`src/rtl/multi_timer.sv`:
```
// Multi-channel programmable tick generator: each channel emits single-cycle
// ticks at a runtime period, periodic or one-shot, with optional delayed first tick.
module multi_timer #(
  parameter int NUM_CH                 = 4,
  parameter int CNT_W                  = 16,
  parameter int FIRST_TICK_AFTER_DELAY = 0
) (
  input  logic                    clk,
  input  logic                    rst_n,
  input  logic [NUM_CH-1:0]       enable,
  input  logic [NUM_CH-1:0]       restart,
  input  logic [NUM_CH-1:0]       oneshot,
  input  logic [NUM_CH*CNT_W-1:0] period,
  output logic [NUM_CH-1:0]       tick,
  output logic [NUM_CH-1:0]       busy
);

  typedef enum logic [1:0] {
    IDLE = 2'd0,
    RUN  = 2'd1,
    HOLD = 2'd2
  } state_e;

  localparam logic [CNT_W-1:0] ONE        = CNT_W'(1);
  localparam logic             TICK_AT_E0 = (FIRST_TICK_AFTER_DELAY == 0);

  for (genvar i = 0; i < NUM_CH; i++) begin : g_ch
    state_e           state_q;
    logic [CNT_W-1:0] cnt_q;
    logic [CNT_W-1:0] per_q;
    logic             os_q;
    logic             tick_q;
    logic             busy_q;
    logic [CNT_W-1:0] per_cap_s;
    logic             start_s;

    // A zero period is treated as one so the channel ticks every cycle.
    assign per_cap_s = (period[i*CNT_W +: CNT_W] == '0) ? ONE : period[i*CNT_W +: CNT_W];
    assign start_s   = enable[i] && ((state_q == IDLE) || restart[i]);

    // Per-channel state machine with registered tick/busy outputs.
    always_ff @(posedge clk or negedge rst_n) begin
      if (!rst_n) begin
        state_q <= IDLE;
        cnt_q   <= '0;
        per_q   <= ONE;
        os_q    <= 1'b0;
        tick_q  <= 1'b0;
        busy_q  <= 1'b0;
      end else if (!enable[i]) begin
        state_q <= IDLE;
        cnt_q   <= '0;
        tick_q  <= 1'b0;
        busy_q  <= 1'b0;
      end else if (start_s) begin
        per_q  <= per_cap_s;
        os_q   <= oneshot[i];
        cnt_q  <= '0;
        tick_q <= TICK_AT_E0;
        if (oneshot[i] && TICK_AT_E0) begin
          state_q <= HOLD;
          busy_q  <= 1'b0;
        end else begin
          state_q <= RUN;
          busy_q  <= 1'b1;
        end
      end else begin
        case (state_q)
          RUN: begin
            if (cnt_q == per_q - ONE) begin
              cnt_q  <= '0;
              tick_q <= 1'b1;
              if (os_q) begin
                state_q <= HOLD;
                busy_q  <= 1'b0;
              end else begin
                state_q <= RUN;
                busy_q  <= 1'b1;
              end
            end else begin
              cnt_q  <= cnt_q + ONE;
              tick_q <= 1'b0;
            end
          end
          HOLD: begin
            tick_q <= 1'b0;
            busy_q <= 1'b0;
          end
          default: begin
            state_q <= IDLE;
            cnt_q   <= '0;
            tick_q  <= 1'b0;
            busy_q  <= 1'b0;
          end
        endcase
      end
    end

    assign tick[i] = tick_q;
    assign busy[i] = busy_q;
  end

endmodule

```
`config.mk`:
```
export PLATFORM = sky130hd
export DESIGN_NAME = multi_timer
export DESIGN_NICKNAME = d
export VERILOG_FILES = /design/src/rtl/multi_timer.sv
export SDC_FILE = /design/constraint.sdc
export NUM_CORES = 1
export LEC_CHECK = 0
export BUFFER_PORTS_ARGS = -buffer_cell sky130_fd_sc_hd__buf_4
export CORE_ASPECT_RATIO = 0.9
export CORE_UTILIZATION = 29
export DETAILED_ROUTE_END_ITERATION = 6
export GPL_ROUTABILITY_DRIVEN = 0
export SLEW_MARGIN = 0
export SYNTH_ARGS = -nofsm -noshare
export SYNTH_HDL_FRONTEND = slang
export SYNTH_SLANG_ARGS = --single-unit
```
`constraint.sdc`:
```
create_clock -name clk -period 7.2 [get_ports clk]
set_input_delay 0.72 -clock clk [delete_from_list [all_inputs] [get_ports clk]]
set_output_delay 0.72 -clock clk [all_outputs]
set_load 0.005 [all_outputs]
```
==> results.sh, run 1 <==
export IMPL_ios=86
export IMPL_power_total_mw=2.35
export IMPL_layout_commonest_cell="dfrtp_1"
export IMPL_critPathKind="reg -> reg"
export IMPL_fin_skew_ns=0.0115
export IMPL_hpwlAfterDp_um=14500
export IMPL_htree_levels=4
export IMPL_cap_violations=0
export IMPL_rr_worst_depth=10
export IMPL_slew_headroom=0.280
export IMPL_postRouteAntennaNets=0
export IMPL_multi_input_area_sq_um=4690
export IMPL_cts_resized=0
export IMPL_dr_total_vias=6608
export IMPL_hold_violations=0
export IMPL_fp_dieH_um=166
export IMPL_synthFlopType="dfrtp_1"
export IMPL_grt_pass1_wl_um=33500
export IMPL_crit_arrival_ns=3.69
export IMPL_drc_errors=0
export IMPL_final_cell_mix="dfrtp_1 (144), buf_4 (91), nor2_1 (85)"
export IMPL_r2r_slack_ns=3.80
export IMPL_final_max_slew_viol_count=0
export IMPL_ff_latch_area_sq_um=3710
export IMPL_max_stage_delay_ns=0.58
export IMPL_status="finished clean"
export IMPL_gr_usage_all_layers=0.138
export IMPL_cts_inserted_buffers=17
export IMPL_fin_tns_setup_ns=0
export IMPL_tightest_slew_ns=1.08
export IMPL_synth_top_cells_by_area="dfrtp_1 (42%), mux2_2 (8.7%), xnor2_1 (6.6%)"
export IMPL_yosys_area_share_xor_xnor=0.123
export IMPL_cts_root_buffer="clkbuf_16"
export IMPL_path_cells="inv_1, ha_1, nor4b_1, nand4_1, xnor2_1, or4_1, nor3_1, a31oi_1, nor2_1, nor2_1"
export IMPL_start_util=0.297
export IMPL_synth_edff_count=0
export IMPL_cts_tree="yes"
export IMPL_worstSetupStartpointType="flop"
export IMPL_syn_cell_area_sq_um=8650
export IMPL_final_cells=1346
export IMPL_dp_slack_ns=3.79
export IMPL_fin_util=0.352
export IMPL_synth_area_mux_share=0.0984
export IMPL_path_clk_slew_ns=0.07
export IMPL_clk_path_buf_depth=2
export IMPL_syn_instance_count=855
export IMPL_grt_overflow_total=0
export IMPL_p_per_area_nw_per_um2=229
export IMPL_yosys_area_top_type="dfrtp_1"
export IMPL_avgSynthCellArea_sq_um=10.1
export IMPL_period_needed_ns=3.40
export IMPL_grt_max_degree=89
export IMPL_routedWlPerCell_um=14.8
export IMPL_post_drt_via_cell_ratio=4.91
export IMPL_worstSkewPairLatency_ns=0.42
export IMPL_dp_cells=1314
export IMPL_fin_crit_sh=0.472
export IMPL_synthSimpleGateAreaFrac=0.224
export IMPL_area_delta_synth_final_pct=18.4
export IMPL_hold_class="in -> async"
export IMPL_worst_setup_path_end_kind="flop"
export IMPL_die_w_um=184
export IMPL_grt_pass1_vias=6578
export IMPL_yosysSeqAreaShare=0.429
export IMPL_first_pass_iters=4
export IMPL_postCtsSetupBuffers=0
export IMPL_crit_fanout=14
export IMPL_cp_required_ns=7.48
export IMPL_io_buffers=85
export IMPL_wl_met2_um=8880
export IMPL_cts_num_sinks=148
export IMPL_vdd_ir_drop_max_mv=0.147
export IMPL_synth_compound_area_share=0.0854
export IMPL_r2r_start="g_ch[0].per_q[1]"
export IMPL_rows=59
export IMPL_antenna_found_initial=0
export IMPL_nNetsFinal=1023
export IMPL_synth_fa_ha_area_frac=0.0116
export IMPL_yosysTopAreaCellShare=0.417
export IMPL_top_layer="met4"
export IMPL_rsz0062_at_grt="no"
export IMPL_routed_wl_um=19900
export IMPL_drtIter0Drc=341
export IMPL_p_leak_nw=4.13
export IMPL_cpMostUsedCell="nor2_1"
export IMPL_core_area_sq_um=29100
export IMPL_synth_top_family_by_area="simple AND/OR/NAND/NOR gates"
export IMPL_synthDistinctLibCells=80
export IMPL_n_fill_cell=2973
export IMPL_cpMaxStageDelayCell="nor2_1"
export IMPL_rr_endpoint="g_ch[0].cnt_q[15]"
export IMPL_antenna_cells=0
export IMPL_cts_hold_buf=0
export IMPL_yosys_warnings=0
export IMPL_finalSetupViolations=0
export IMPL_setup_ws_ns=3.80
export IMPL_timing_fmax_ghz=0.294
export IMPL_ys_ff_latch=148
export IMPL_synth_nets=941
export IMPL_die_area_sq_um=30500
export IMPL_async_flop_share=1.00
export IMPL_met3WireLength_um=622
export IMPL_drive_above_1_share=0.225
export IMPL_wl_met1_um=10100
cell type report:
cell class,instances,area share
repair buffers,92,0.0678
inverters,23,0.00843
flip-flops and latches,148,0.362
clock inverters,11,0.0125
multi-input cells,655,0.458
clock buffers,21,0.0430
well taps,396,0.0484
Yosys cell counts (all sizes together), types with 3 or more instances:
library cell  count
dfrtp           144
nor2             87
mux2             69
xnor2            65
xor2             56
nand2            49
nor4             31
nand3            29
nand4            25
inv              23
nor3             22
o21ai            22
a21oi            21
and3             17
buf              15
clkbuf           14
nand2b           12
nand3b           12
or3              11
or4              11
nor3b             9
a21o              8
ha                8
mux2i             7
a31oi             6
a311oi            5
nand4b            5
nor2b             5
o211ai            5
a211o             4
a211oi            4
dfstp             4
nor4b             4
or2               4
a21boi            3
and2              3
nand4bb           3
o21bai            3
power breakdown:
part           leakage [nW]  switching [mW]  internal [mW]
registers              1.89           0.118          0.923
logic                  1.97           0.203          0.232
clock network         0.268           0.360          0.512
state kept, by name (all words and copies together) (netlist names):
| name | count |
|---|---|
| g_ch.busy_q | 4 |
| g_ch.tick_q | 4 |
| g_ch.per_q | 64 |
| g_ch.state_q | 8 |
| g_ch.os_q | 4 |
| g_ch.cnt_q | 64 |
critical path, delay by kind of cell, from the launching register on:
| kind | cells | cell delay, ns |
|---|---|---|
| simple gates | 6 | 1.99 |
| buf+inv | 1 | 0.07 |
| fa+ha+maj | 1 | 0.21 |
| compound gates | 1 | 0.41 |
| xor+xnor | 1 | 0.16 |
| flops | 1 | 0.41 |
how the worst max path moves through the flow:
stage	start	end	slack, ns	cells after the start
5_1_grt	g_ch[0].per_q[1]	g_ch[0].cnt_q[13]	3.43	10
6_report	g_ch[0].per_q[1]	g_ch[0].cnt_q[15]	3.80	10
4_1_cts	g_ch[0].per_q[1]	g_ch[0].cnt_q[15]	3.78	10
2_1_floorplan	g_ch[2].per_q[0]	g_ch[2].busy_q	4.45	10
3_5_place_dp	g_ch[0].per_q[1]	g_ch[0].cnt_q[15]	3.79	10
3_3_place_gp	g_ch[0].per_q[1]	g_ch[0].cnt_q[15]	3.89	10
routing by layer:
metal / track usage / vias to the layer above
met5: 0 / -
met4: 0.0380 / 0
met3: 0.0316 / 13
met2: 0.208 / 100
met1: 0.196 / 3253
li1: - / 3242
metrics by stage:
step / instance area (sq um) / hold WS (ns)
after floorplan: 8650 / 0.424
after global placement: 9670 / 0.486
after detailed placement: 9670 / 0.489
after CTS: 10200 / 0.405
after global routing: 10200 / 0.430
final: 10200 / 0.363
kinds of logic (layout without fill, tap and decap cells):
logic type	after synthesis	count (layout)
buffers and inverters	52	147
xor gates and xnor gates	121	121
AOI/OAI and AO/OA	106	106
muxes	76	76
DFF	148	148
adders and majority gates	8	8
and+or+nand+nor	344	344
(Power assumes the default switching activity.)
==> run 2, diff against run 1 <==
--- a/config.mk
+++ b/config.mk
@@ -5,6 +5,7 @@
 export SDC_FILE = /design/constraint.sdc
 export NUM_CORES = 1
 export LEC_CHECK = 0
+export ABC_AREA = 1
 export BUFFER_PORTS_ARGS = -buffer_cell sky130_fd_sc_hd__buf_4
 export CORE_ASPECT_RATIO = 0.9
 export CORE_UTILIZATION = 29
==> constraint.sdc (replaced) <==
create_clock -name clk -period 3 [get_ports clk]
set_input_delay 0.3 -clock clk [delete_from_list [all_inputs] [get_ports clk]]
set_output_delay 0.3 -clock clk [all_outputs]
set_load 0.005 [all_outputs]
==> run 2 against run 1 <==
Wire length increased by 7.0%. Maximum frequency increased by 49%. Sequential power increased by 130%. Clock skew increased by 0.0029 ns. Power increased to 2.5 times the previous value. Highest routed layer unchanged. Via count increased by 19%. Flip-flop and latch count unchanged. Largest cell class unchanged. Synthesized cell count increased by 46%. Largest power group unchanged.
==> results.sh, run 2 <==
export IMPL_nNetsFinal=1421
export IMPL_grt_pass1_vias=7629
export IMPL_synth_edff_count=0
export IMPL_async_flop_share=1.00
export IMPL_cap_violations=0
export IMPL_critPathKind="reg -> reg"
export IMPL_ios=86
export IMPL_hold_class="in -> reg"
export IMPL_synth_top_cells_by_area="dfrtp_1 (39%), nand2_1 (16%), xor2_1 (8.0%)"
export IMPL_drc_errors=0
export IMPL_cp_required_ns=3.36
export IMPL_postCtsSetupBuffers=0
export IMPL_final_cell_mix="nand2_1 (383), dfrtp_1 (144), nor2_1 (143)"
export IMPL_slew_headroom=0.535
export IMPL_timing_fmax_ghz=0.437
export IMPL_grt_max_degree=57
export IMPL_p_leak_nw=5.09
export IMPL_placed_area_sq_um=10200
export IMPL_period_needed_ns=2.29
export IMPL_postRouteAntennaNets=0
export IMPL_grt_overflow_total=0
export IMPL_cts_root_buffer="clkbuf_16"
export IMPL_dr_total_vias=7886
export IMPL_post_drt_via_cell_ratio=4.49
export IMPL_yosysMostFrequentCell="nand2_1"
export IMPL_grt_pass1_wl_um=36600
export IMPL_drive_above_1_share=0.131
export IMPL_antenna_cells=0
export IMPL_stdcell_area_sq_um=10800
export IMPL_cts_tree="yes"
export IMPL_power_total_mw=5.91
export IMPL_drtIter0Drc=383
export IMPL_synthFlopType="dfrtp_1"
export IMPL_fin_crit_sh=0.762
export IMPL_routed_wl_um=21300
export IMPL_cts_inserted_buffers=17
export IMPL_path_clk_slew_ns=0.07
export IMPL_cts_num_sinks=148
export IMPL_tightest_slew_ns=0.691
export IMPL_synth_commonest_cells="nand2_1 (383), dfrtp_1 (144), nor2_1 (143), inv_1 (141), xor2_1 (83)"
export IMPL_routedWlPerCell_um=12.1
export IMPL_yosys_warnings=0
export IMPL_antenna_found_initial=0
export IMPL_syn_cell_area_sq_um=9130
export IMPL_hold_violations=0
export IMPL_reg_top3="g_ch.cnt_q: 64 flops, g_ch.per_q: 64 flops, g_ch.state_q: 8 flops"
export IMPL_worst_setup_path_end_kind="flop"
export IMPL_die_area_sq_um=32200
export IMPL_first_pass_iters=5
export IMPL_avgSynthCellArea_sq_um=7.32
export IMPL_crit_arrival_ns=2.65
export IMPL_cts_hold_buf=1
export IMPL_rows=61
export IMPL_gr_usage_all_layers=0.140
export IMPL_io_buffers=85
export IMPL_fp_dieH_um=170
export IMPL_finalSetupViolations=0
export IMPL_layout_commonest_cell="nand2_1"
export IMPL_synthDistinctLibCells=42
export IMPL_status="finished clean"
export IMPL_clk_path_buf_depth=2
export IMPL_hpwlAfterDp_um=16100
export IMPL_ys_ff_latch=148
export IMPL_area_delta_synth_final_pct=18.2
export IMPL_die_w_um=189
export IMPL_final_max_slew_viol_count=0
export IMPL_r2r_slack_ns=0.71
export IMPL_p_per_area_nw_per_um2=548
export IMPL_worstSetupStartpointType="flop"
export IMPL_yosys_area_top_type="dfrtp_1"
export IMPL_crit_fanout=19
export IMPL_fin_skew_ns=0.0144
export IMPL_worstSkewPairLatency_ns=0.44
export IMPL_cts_resized=0
export IMPL_yosysSeqAreaShare=0.406
export IMPL_htree_levels=4
export IMPL_rsz0062_at_grt="no"
export IMPL_vdd_ir_drop_max_mv=0.394
export IMPL_yosysTopAreaCellShare=0.395
export IMPL_start_util=0.295
export IMPL_synth_nets=1333
export IMPL_fin_tns_setup_ns=0
export IMPL_core_area_sq_um=30900
export IMPL_syn_instance_count=1247
## run 2: changes by cell type in the layout (fill, tap and decap cells not counted), sizes merged, moves of 28 or more
cell and delta:
xnor2 -39, a21oi +28, o21ai +40, nand2 +342
mux2 -69, inv +121, nor2 +79, nand3 +31
## run 2: worst paths after layout
kind                                  start                end  cells after the start
setup / recovery           g_ch[1].per_q[0]     g_ch[1].busy_q                     12
hold / removal                   period[45]  g_ch[2].per_q[13]                      3
setup reg to reg           g_ch[1].per_q[0]     g_ch[1].busy_q                     12
hold reg to reg              g_ch[0].busy_q     g_ch[0].busy_q                      2
max in group asynchronous             rst_n   g_ch[0].per_q[0]                      3
min in group asynchronous             rst_n  g_ch[2].cnt_q[12]                      2
## run 2: metal layers
layer  vias to the layer above  part of all wire  GRT usage
met5                         -                 0          0
met4                         0             0.014     0.0421
met3                        24             0.036     0.0272
met2                       120              0.45      0.224
met1                      3641              0.50      0.192
li1                       4101                 -          -
## run 2: cell families after synthesis
| kind of cell | after synthesis | share of synthesized area |
|---|---|---|
| xor gates and xnor gates | 109 | 0.105 |
| buffers and inverters | 176 | 0.0806 |
| AOI/OAI and AO/OA | 128 | 0.0746 |
| and+or+nand+nor | 678 | 0.323 |
| adders and majority gates | 8 | 0.0110 |
| DFF | 148 | 0.406 |
## run 2: worst max-delay path, cell delays in order (launching register included)
cell and delay [ns]:
dfstp_2 0.38, inv_1 0.09, ha_1 0.20, nand3_1 0.16, nor2_1 0.30, nand2_1 0.11
xor2_1 0.18, nand3_1 0.09, nor2_1 0.15, nand3_2 0.17, nand2_4 0.23, nand2_1 0.11
nand2_1 0.08
## run 2: metrics by stage
step | hold slack, ns | worst slack (ns) | util | cells
after global routing | 0.0640 | 0.478 | 0.349 | 1757
after detailed placement | 0.314 | 0.717 | 0.330 | 1724
after CTS | 0.0511 | 0.723 | 0.349 | 1757
after global placement | 0.308 | 0.794 | 0.330 | 1724
final | 0.0676 | 0.714 | 0.349 | 1757
after floorplan | 0.00441 | 1.05 | - | 1247
## run 2: layout make-up
type / instances / area [sq um]
fill: 3301 / 20100
multi-input combinational: 923 / 4680
sequential: 148 / 3710
timing repair buffer: 96 / 739
inverter: 149 / 562
tap: 409 / 512
clock buffer: 22 / 484
clock inverter: 10 / 100
## run 2: where the power goes
part           leakage (nW)  switching [mW]  internal [mW]  total (mW)
clock                 0.275           0.894           1.23        2.13
sequential             1.92           0.210           2.22        2.43
combinational          2.89           0.826          0.524        1.35
total                  5.09            1.93           3.98        5.91
